[src/rtl/fix_add_arbiter.sv]
// fix_add_arbiter
//
// Round-robin scheduler sharing one fixed-point adder (WIDTH1.WIDTH2,
// two's complement) among NREQ requesters. One operand pair is accepted
// per cycle, issued to the adder through registered outputs, and the
// requester tag travels alongside the adder latency so the result comes
// back on a single tagged response bus, optionally saturated on overflow.
//
// Handshake: requester i transfers an operand pair in the cycle where
// req_vld[i] & req_rdy[i] is high. req_rdy is combinational, at most one
// bit is set, and it never depends on anything the requester does in
// response to it. A requester keeps req_vld/req_a/req_b stable until it
// is granted; dropping req_vld before the grant withdraws the request.
// The response side has no backpressure: rsp_vld is a one-cycle strobe.
//
// Ports
//   clk, rst            clock, synchronous active-high reset
//   hold                suppress new grants this cycle
//   req_vld/req_a/req_b per-requester operand valid and packed operands
//   req_rdy             one-hot grant
//   add_vld_in/add_a/b  registered issue to the adder
//   add_r/add_vld_out/add_ovf  adder result, valid, overflow
//   rsp_vld/rsp_id/rsp_r/rsp_ovf  tagged response
//   ovf_sticky/ovf_clr  per-requester overflow sticky bits and clears
//   tag_err             sticky: adder result and tag pipeline disagreed
module fix_add_arbiter #(
  parameter int WIDTH1  = 9,
  parameter int WIDTH2  = 7,
  parameter int WIDTH   = WIDTH1 + WIDTH2,
  parameter int NREQ    = 4,
  parameter int IDW     = 2,
  parameter int ADD_LAT = 1,
  parameter int SAT     = 1
) (
  input  logic                  clk,
  input  logic                  rst,
  input  logic                  hold,
  input  logic [NREQ-1:0]       req_vld,
  input  logic [NREQ*WIDTH-1:0] req_a,
  input  logic [NREQ*WIDTH-1:0] req_b,
  output logic [NREQ-1:0]       req_rdy,
  output logic                  add_vld_in,
  output logic [WIDTH-1:0]      add_a,
  output logic [WIDTH-1:0]      add_b,
  input  logic [WIDTH-1:0]      add_r,
  input  logic                  add_vld_out,
  input  logic                  add_ovf,
  output logic                  rsp_vld,
  output logic [IDW-1:0]        rsp_id,
  output logic [WIDTH-1:0]      rsp_r,
  output logic                  rsp_ovf,
  output logic [NREQ-1:0]       ovf_sticky,
  input  logic [NREQ-1:0]       ovf_clr,
  output logic                  tag_err
);

  // Elaboration-time sanity of the parameter set.
  if (WIDTH != WIDTH1 + WIDTH2) begin : g_bad_width
    $error("fix_add_arbiter: WIDTH must equal WIDTH1+WIDTH2");
  end
  if (NREQ < 2 || NREQ > 8 || (1 << IDW) < NREQ) begin : g_bad_nreq
    $error("fix_add_arbiter: NREQ must be 2..8 and fit in IDW bits");
  end
  if (ADD_LAT < 1 || ADD_LAT > 4) begin : g_bad_lat
    $error("fix_add_arbiter: ADD_LAT must be 1..4");
  end

  // ---------------------------------------------------------------
  // Arbitration
  // ---------------------------------------------------------------
  logic [IDW-1:0]    ptr;
  logic [2*NREQ-1:0] vld_rot2;
  logic [NREQ-1:0]   vld_rot;
  logic [IDW-1:0]    off;
  logic [IDW:0]      id_sum;
  logic              gnt_any;
  logic [IDW-1:0]    gnt_id;
  logic [IDW-1:0]    ptr_nxt;
  logic [WIDTH-1:0]  sel_a;
  logic [WIDTH-1:0]  sel_b;

  always_comb begin
    // Rotate the request vector so the pointer position lands at bit 0;
    // the lowest set bit of the rotated vector is then the winner.
    vld_rot2 = {req_vld, req_vld} >> ptr;
    vld_rot  = vld_rot2[NREQ-1:0];
    gnt_any  = 1'b0;
    off      = '0;
    for (int k = NREQ - 1; k >= 0; k--) begin
      if (vld_rot[k]) begin
        gnt_any = 1'b1;
        off     = IDW'(k);
      end
    end
    if (hold || rst) gnt_any = 1'b0;

    // Undo the rotation: winner = (ptr + off) mod NREQ.
    id_sum = {1'b0, ptr} + {1'b0, off};
    if (id_sum >= (IDW+1)'(NREQ)) gnt_id = IDW'(id_sum - (IDW+1)'(NREQ));
    else                          gnt_id = id_sum[IDW-1:0];

    ptr_nxt = (gnt_id == IDW'(NREQ - 1)) ? '0 : gnt_id + 1'b1;

    req_rdy = '0;
    if (gnt_any) req_rdy[gnt_id] = 1'b1;

    sel_a = '0;
    sel_b = '0;
    for (int i = 0; i < NREQ; i++) begin
      if (gnt_id == IDW'(i)) begin
        sel_a = req_a[i*WIDTH +: WIDTH];
        sel_b = req_b[i*WIDTH +: WIDTH];
      end
    end
  end

  // ---------------------------------------------------------------
  // Pointer and issue register
  // ---------------------------------------------------------------
  always_ff @(posedge clk) begin
    if (rst) begin
      ptr        <= '0;
      add_vld_in <= 1'b0;
      add_a      <= '0;
      add_b      <= '0;
    end else begin
      add_vld_in <= gnt_any;
      if (gnt_any) begin
        ptr   <= ptr_nxt;
        add_a <= sel_a;
        add_b <= sel_b;
      end
    end
  end

  // ---------------------------------------------------------------
  // Tag pipeline: entry k describes the issue made k+1 cycles ago, so
  // entry ADD_LAT lines up with add_vld_out. tag_known marks slots
  // filled after the last reset; results landing in older slots belong
  // to abandoned operations and are ignored without raising tag_err.
  // ---------------------------------------------------------------
  logic [ADD_LAT:0] tag_vld;
  logic [ADD_LAT:0] tag_sign;
  logic [ADD_LAT:0] tag_known;
  logic [IDW-1:0]   tag_id [ADD_LAT+1];

  always_ff @(posedge clk) begin
    if (rst) begin
      tag_vld   <= '0;
      tag_sign  <= '0;
      tag_known <= '0;
      for (int k = 0; k <= ADD_LAT; k++) tag_id[k] <= '0;
    end else begin
      tag_vld   <= {tag_vld[ADD_LAT-1:0], gnt_any};
      tag_sign  <= {tag_sign[ADD_LAT-1:0], sel_a[WIDTH-1]};
      tag_known <= {tag_known[ADD_LAT-1:0], 1'b1};
      tag_id[0] <= gnt_id;
      for (int k = 1; k <= ADD_LAT; k++) tag_id[k] <= tag_id[k-1];
    end
  end

  logic           tail_vld;
  logic           tail_sign;
  logic           tail_known;
  logic [IDW-1:0] tail_id;

  assign tail_vld   = tag_vld[ADD_LAT];
  assign tail_sign  = tag_sign[ADD_LAT];
  assign tail_known = tag_known[ADD_LAT];
  assign tail_id    = tag_id[ADD_LAT];

  // ---------------------------------------------------------------
  // Response register, overflow sticky and tag error
  // ---------------------------------------------------------------
  logic [WIDTH-1:0] rsp_r_nxt;
  logic [NREQ-1:0]  sticky_set;
  logic             rsp_fire;
  logic             tag_fault;

  always_comb begin
    rsp_fire  = add_vld_out && tail_vld;
    rsp_r_nxt = add_r;
    // On overflow both operands share a sign, so operand A's sign picks
    // the saturation direction.
    if (SAT != 0 && add_ovf) begin
      rsp_r_nxt = tail_sign ? {1'b1, {(WIDTH-1){1'b0}}} : {1'b0, {(WIDTH-1){1'b1}}};
    end
    sticky_set = '0;
    if (rsp_fire && add_ovf) sticky_set[tail_id] = 1'b1;
    tag_fault = (add_vld_out && !tail_vld && tail_known) || (tail_vld && !add_vld_out);
  end

  always_ff @(posedge clk) begin
    if (rst) begin
      rsp_vld    <= 1'b0;
      rsp_id     <= '0;
      rsp_r      <= '0;
      rsp_ovf    <= 1'b0;
      ovf_sticky <= '0;
      tag_err    <= 1'b0;
    end else begin
      rsp_vld    <= rsp_fire;
      rsp_id     <= tail_id;
      rsp_r      <= rsp_r_nxt;
      rsp_ovf    <= add_ovf;
      // Set is applied after clear so a same-cycle set survives.
      ovf_sticky <= (ovf_sticky & ~ovf_clr) | sticky_set;
      if (tag_fault) tag_err <= 1'b1;
    end
  end

endmodule
[config.mk]
export PLATFORM = sky130hd
export DESIGN_NAME = fix_add_arbiter
export DESIGN_NICKNAME = d
export VERILOG_FILES = /design/src/rtl/fix_add_arbiter.sv
export SDC_FILE = /design/constraint.sdc
export NUM_CORES = 1
export LEC_CHECK = 0
export CAP_MARGIN = 25
export CORE_MARGIN = 5
export CORE_UTILIZATION = 42
export CTS_BUF_LIST = sky130_fd_sc_hd__clkbuf_8
export DETAILED_ROUTE_END_ITERATION = 10
export PLACE_DENSITY = 0.89
export SLEW_MARGIN = 20
export SYNTH_ARGS = -nofsm -noshare
export SYNTH_HDL_FRONTEND = slang
export SYNTH_SLANG_ARGS = --single-unit
[constraint.sdc]
create_clock -name clk -period 10.5 [get_ports clk]
set_input_delay 3.15 -clock clk [delete_from_list [all_inputs] [get_ports clk]]
set_output_delay 3.15 -clock clk [all_outputs]
set_load 0.02 [all_outputs]
### After elaboration in Yosys (flattened, before gate mapping)

Memories as Yosys holds them, arrays and structs flattened.
Index checks and enable logic that the tools add are counted.

* reductions and logical operators: 12
* shift operators: 1
* order comparisons: 5
* add/subtract/negate cells: 3
* muxes and demuxes: 33
* equality and inequality tests: 3
* bitwise operators: 5

Operator list (count)
* $mux W16: 10
* $mux W2: 8
* $mux W1: 11
* $mux W4: 2
* $shr A8 B2 Y4: 1
* $logic_and A1 B1 Y1: 7
* $lt A2 B3 Y1 const B: 2
* $and A4 B4 Y4: 1
* $demux W1 S2: 2
* $eq A2 B2 Y1 const B: 2
* $ge A2 B1 Y1 const B: 2
* $not A4 Y4: 1
* $or A4 B4 Y4: 1
* $add A2 B2 Y3: 1
* $ge A3 B3 Y1 const B: 1
* $add A2 B1 Y2 const B: 1
* $eq A2 B1 Y1 const B: 1
* $logic_not A1 Y1: 2
* $logic_not A2 Y1: 1
* $logic_or A1 B1 Y1: 2
* $or A1 B1 Y1: 2
* $sub A2 B1 Y2 const B: 1

* RAM bits: 4
* register bits: 66
* output and inout port bits: 62
* memories: 1
* word-level logic and storage cells: 77
* bits of input ports: 157

Memory list
* tag_id: words 2, bits a word 2, rd ports 2, clocked after Yosys merged registers in 0, write ports 2, RTL line 145 `logic [IDW-1:0] tag_id [ADD_LAT+1];`

### Logic depth before layout (Yosys ltp)

* depth in word-level cells: 13
* mapped depth: 15
* gate-level depth less buffers: 12

### Worst setup path after synthesis

No wires, ideal clock.

* kind: input port to output port
* from: input port req_vld[2]
* to: output port req_rdy[3]
* arrival: 5334 ps
* slack: 2016 ps
* cell stages on the path: 12
* data required time: 7350 ps
* cell sequence: buf_2 -> nor2_2 -> nor3_1 -> a21oi_1 -> o211ai_1 -> ha_1 -> xor2_1 -> xnor2_1 -> ha_1 -> clkbuf_1 -> clkbuf_1 -> and3_1

* word-level cells in the longest chain between the ends: 13
* elaborated cells between the ends (all ways): 20

RTL lines
* from (decl): RTL line 38 `input logic [NREQ-1:0] req_vld,`
* $shr A8 B2 Y4 *: RTL line 85 `vld_rot2 = {req_vld, req_vld} >> ptr;`
* $mux W2 (3 in a row): RTL line 90 `if (vld_rot[k]) begin`
* $mux W2 *: RTL line 90
* $add A2 B2 Y3 *: RTL line 98 `id_sum = {1'b0, ptr} + {1'b0, off};`
* $ge A3 B3 Y1 / $sub A2 B1 Y2 (equally long branches): RTL line 99 `if (id_sum >= (IDW+1)'(NREQ)) gnt_id = IDW'(id_sum - (IDW+1)'(NREQ));`
* $mux W2 *: RTL line 99
* named net gnt_id[1]: RTL line 77 `logic [IDW-1:0] gnt_id;`
* $lt A2 B3 Y1 (implied by the code) / $ge A2 B1 Y1 (equally long branches): RTL line 105 `if (gnt_any) req_rdy[gnt_id] = 1'b1;`
* $logic_and A1 B1 Y1 (implied by the code): RTL line 105
* $mux W1 (implied by the code): RTL line 105
* $demux W1 S2 *: RTL line 105
* $mux W4 *: RTL line 105
* to (decl): RTL line 41 `output logic [NREQ-1:0] req_rdy,`

Mark *: on every way through the listed nets, which the timed path passes. The rest lies on a longest branch.

### Final worst setup path

* from: input port req_vld[0]
* to: output port req_rdy[3]

The elaborated chain is that of the path after synthesis.

==> results.md <==
* Max IR drop VDD at 0.1528 mV
* Worst EP arrival at 6.02 ns
* Gpl congestion at 0.8500
* Max Cap Viol at 0
* RSZ-0062 raised after global routing: false
* Achievable Freq at 109.1 MHz
* Ant diodes at 0
* Status: finished clean
* Layout area overhead at 64.67%
* Share of cells above drive strength 1 at 9.414%
* Port Buffers at 218
* Max Root-Sink Buffers at 2
* Syn_nets at 615
* Fin crit share at 87.29%
* Mapped Area at 3757 um^2
* Internal power at 936.5 uW
* Initial antenna violation count at 0
* DR iter-0 viols at 142
* Post-Synthesis Cells at 453
* Cell Area, Placed at 5918 um^2
* Commonest non-fill, non-tap cells in the layout: clkdlybuf4s50_1, dfxtp_1, a21oi_1, nor2_1, inv_1
* WL final at 12900 um
* FF+latch count, synth at 69
* Ys async rst share at 0%
* First-pass GRT wire length at 20860 um
* Vias in the first global route at 4201
* IO Pins at 219
* DIE WIDTH at 104.6 um
* Post-synth cell types at 35
* CP Data Required Time at 7.35 ns
* DRT Pass-1 Iters at 4
* Synthesized area per cell at 8.294 um^2
* Comb power frac at 60.1%
* Worst-path maximum fanout at 8
* Worst setup SP type: input port
* Largest net degree at the start of global routing at 67
* DRC at 0
* Critical path class: input port to output pin
* Post-synth EDFFs at 0
* # setup viols final at 0
* Power Total at 1.617 mW
* CTS Sinks at 69
* Grt total ovfl at 0
* H-tree level count at 3
* Register share of total power at 22.0%
* Initial core utilization at 43.08%
* Synth Warn # at 0
* Clk slew on worst S/H paths at 0.08 ns
* Nets@finish at 805
* Final worst slack at 1.334 ns
* Hold Vio Cnt, Final at 0
* Row cnt at 34
* Post-CTS Resized at 0
* Hold-fix buffers at CTS at 0
* Most common cell after layout, fill and taps aside: clkdlybuf4s50_1
* Sw Pwr at 680.1 uW
* CTS tree: built
* Design area at 6187 um^2
* Detail Placement HPWL at 9500 um
* Sw Share at 42.07%
* Cts bufs inserted at 9
* Leak Pwr at 2.367 nW
* Minimum clock period at 9.166 ns
* Root buf cell: clkbuf_8
* Via count at 4120
* Pwr/cell area at 261.3 nW/um^2
* Slew Viols, Final at 0
* Clock power frac at 17.9%
* Die span in y at 104.6 um
* Tot GR Track Use at 23.12%
* Final cell count without fillers at 756
* Ys flop type: dfxtp_1
* Placed cells at 740
* Pre-CTS WS at 1.390 ns
* Sequential share of the synthesized area at 36.76%
* Min-Delay Path Class: flip-flop to flip-flop
* Die ar. at 10940 um^2
* Final ANT Viol Nets at 0
* Vias per cell at 5.450
* Worst-margin pin slew at 0.7708 ns
* Postcts setup bufs at 0
* Drt wl/cell at 17.06 um
* Core Box Area at 8721 um^2
* Worst Skew at 0.01031 ns
* Crit end category: output pin
* Setup tns final at 0 ns
* Clock latency on the worst-skew pair at 0.34 ns
* Max_slew headroom at 48.61%
[final timing paths]
path         cells after the start  slack, ns                 endpoint               startpoint
max                             11       1.33               req_rdy[3]               req_vld[0]
min                              1       0.45  tag_id[0][2]$_SDFF_PP0_  tag_id[0][0]$_SDFF_PP0_
max reg2reg                     13       7.19    add_a[1]$_SDFFE_PP0P_      ptr[0]$_SDFFE_PP0P_
min reg2reg                      1       0.45  tag_id[0][2]$_SDFF_PP0_  tag_id[0][0]$_SDFF_PP0_
[worst max-delay path: stages]
cell,delay [ns]
clkdlybuf4s50_1,0.54
nor2_2,0.27
nor3_1,0.09
a21oi_1,0.18
o211ai_1,0.11
ha_1,0.24
xor2_1,0.25
xnor2_1,0.20
ha_2,0.23
and3_1,0.14
clkdlybuf4s50_1,0.61
[kinds of logic (layout without fill, tap and decap cells)]
logic type	after synthesis	in the layout	share of synthesized area, %
and+or+nand+nor	157	157	24.58
AOI/OAI and AO/OA	130	130	25.71
buffers and inverters	86	281	9.823
DFF	69	69	36.76
adders and majority gates	5	5	1.665
xor gates and xnor gates	4	4	0.9326
muxes	2	2	0.5328
[sequential cells by signal (all words and copies together), names as in the netlist]
name        flops
tag_vld         2
tag_err         1
tag_id          4
add_b          16
ptr             2
tag_sign        2
tag_known       2
add_a          16
rsp_id          2
rsp_vld         1
rsp_ovf         1
rsp_r          16
ovf_sticky      4
[synthesized netlist by cell type, drive strengths merged (18+ instances only)]
cell type,number,share of area [%]
a21oi,56,7.6
nor2,47,4.8
nand2b,18,3.0
a211oi,32,8.4
nor3,35,6.7
inv,40,4.0
a221oi,31,7.2
dfxtp,69,37
nand3b,32,6.4
buf,24,3.6
clkbuf,22,2.2
[power by group through the flow]
stage | combinational, mW | clock [mW] | sequential, mW
5_1_grt | 1.07 | 0.308 | 0.364
2_1_floorplan | 0.641 | 0 | 0.411
6_report | 0.972 | 0.289 | 0.356
4_1_cts | 0.975 | 0.296 | 0.356
3_3_place_gp | 0.944 | 0 | 0.357
3_5_place_dp | 0.971 | 0 | 0.361
[area by class of cell]
type	instances	area, um^2
Timing Repair Buffer	225	2230
Tap cell	108	135.1
Clock inverter	7	145.1
Fill cell	648	2534
Sequential cell	69	1381
Inverter	40	150.1
Clock buffer	9	123.9
Multi-Input combinational cell	298	2022
[routing by layer]
metal  wire [um]  global-route usage (%)
met5           0                       0
met4         227                   7.215
met2        6576                   41.31
met1        4856                   26.05
met3        1235                   7.522
[metrics by stage]
step | util, % | hold slack (ns)
global route | 70.95 | 0.4648
global placement | 67.86 | 0.4208
finish | 70.95 | 0.4528
detailed placement | 67.86 | 0.4344
CTS | 70.95 | 0.4539
floorplan | - | 0.4138
No activity file was read; power rests on OpenSTA's default activity.
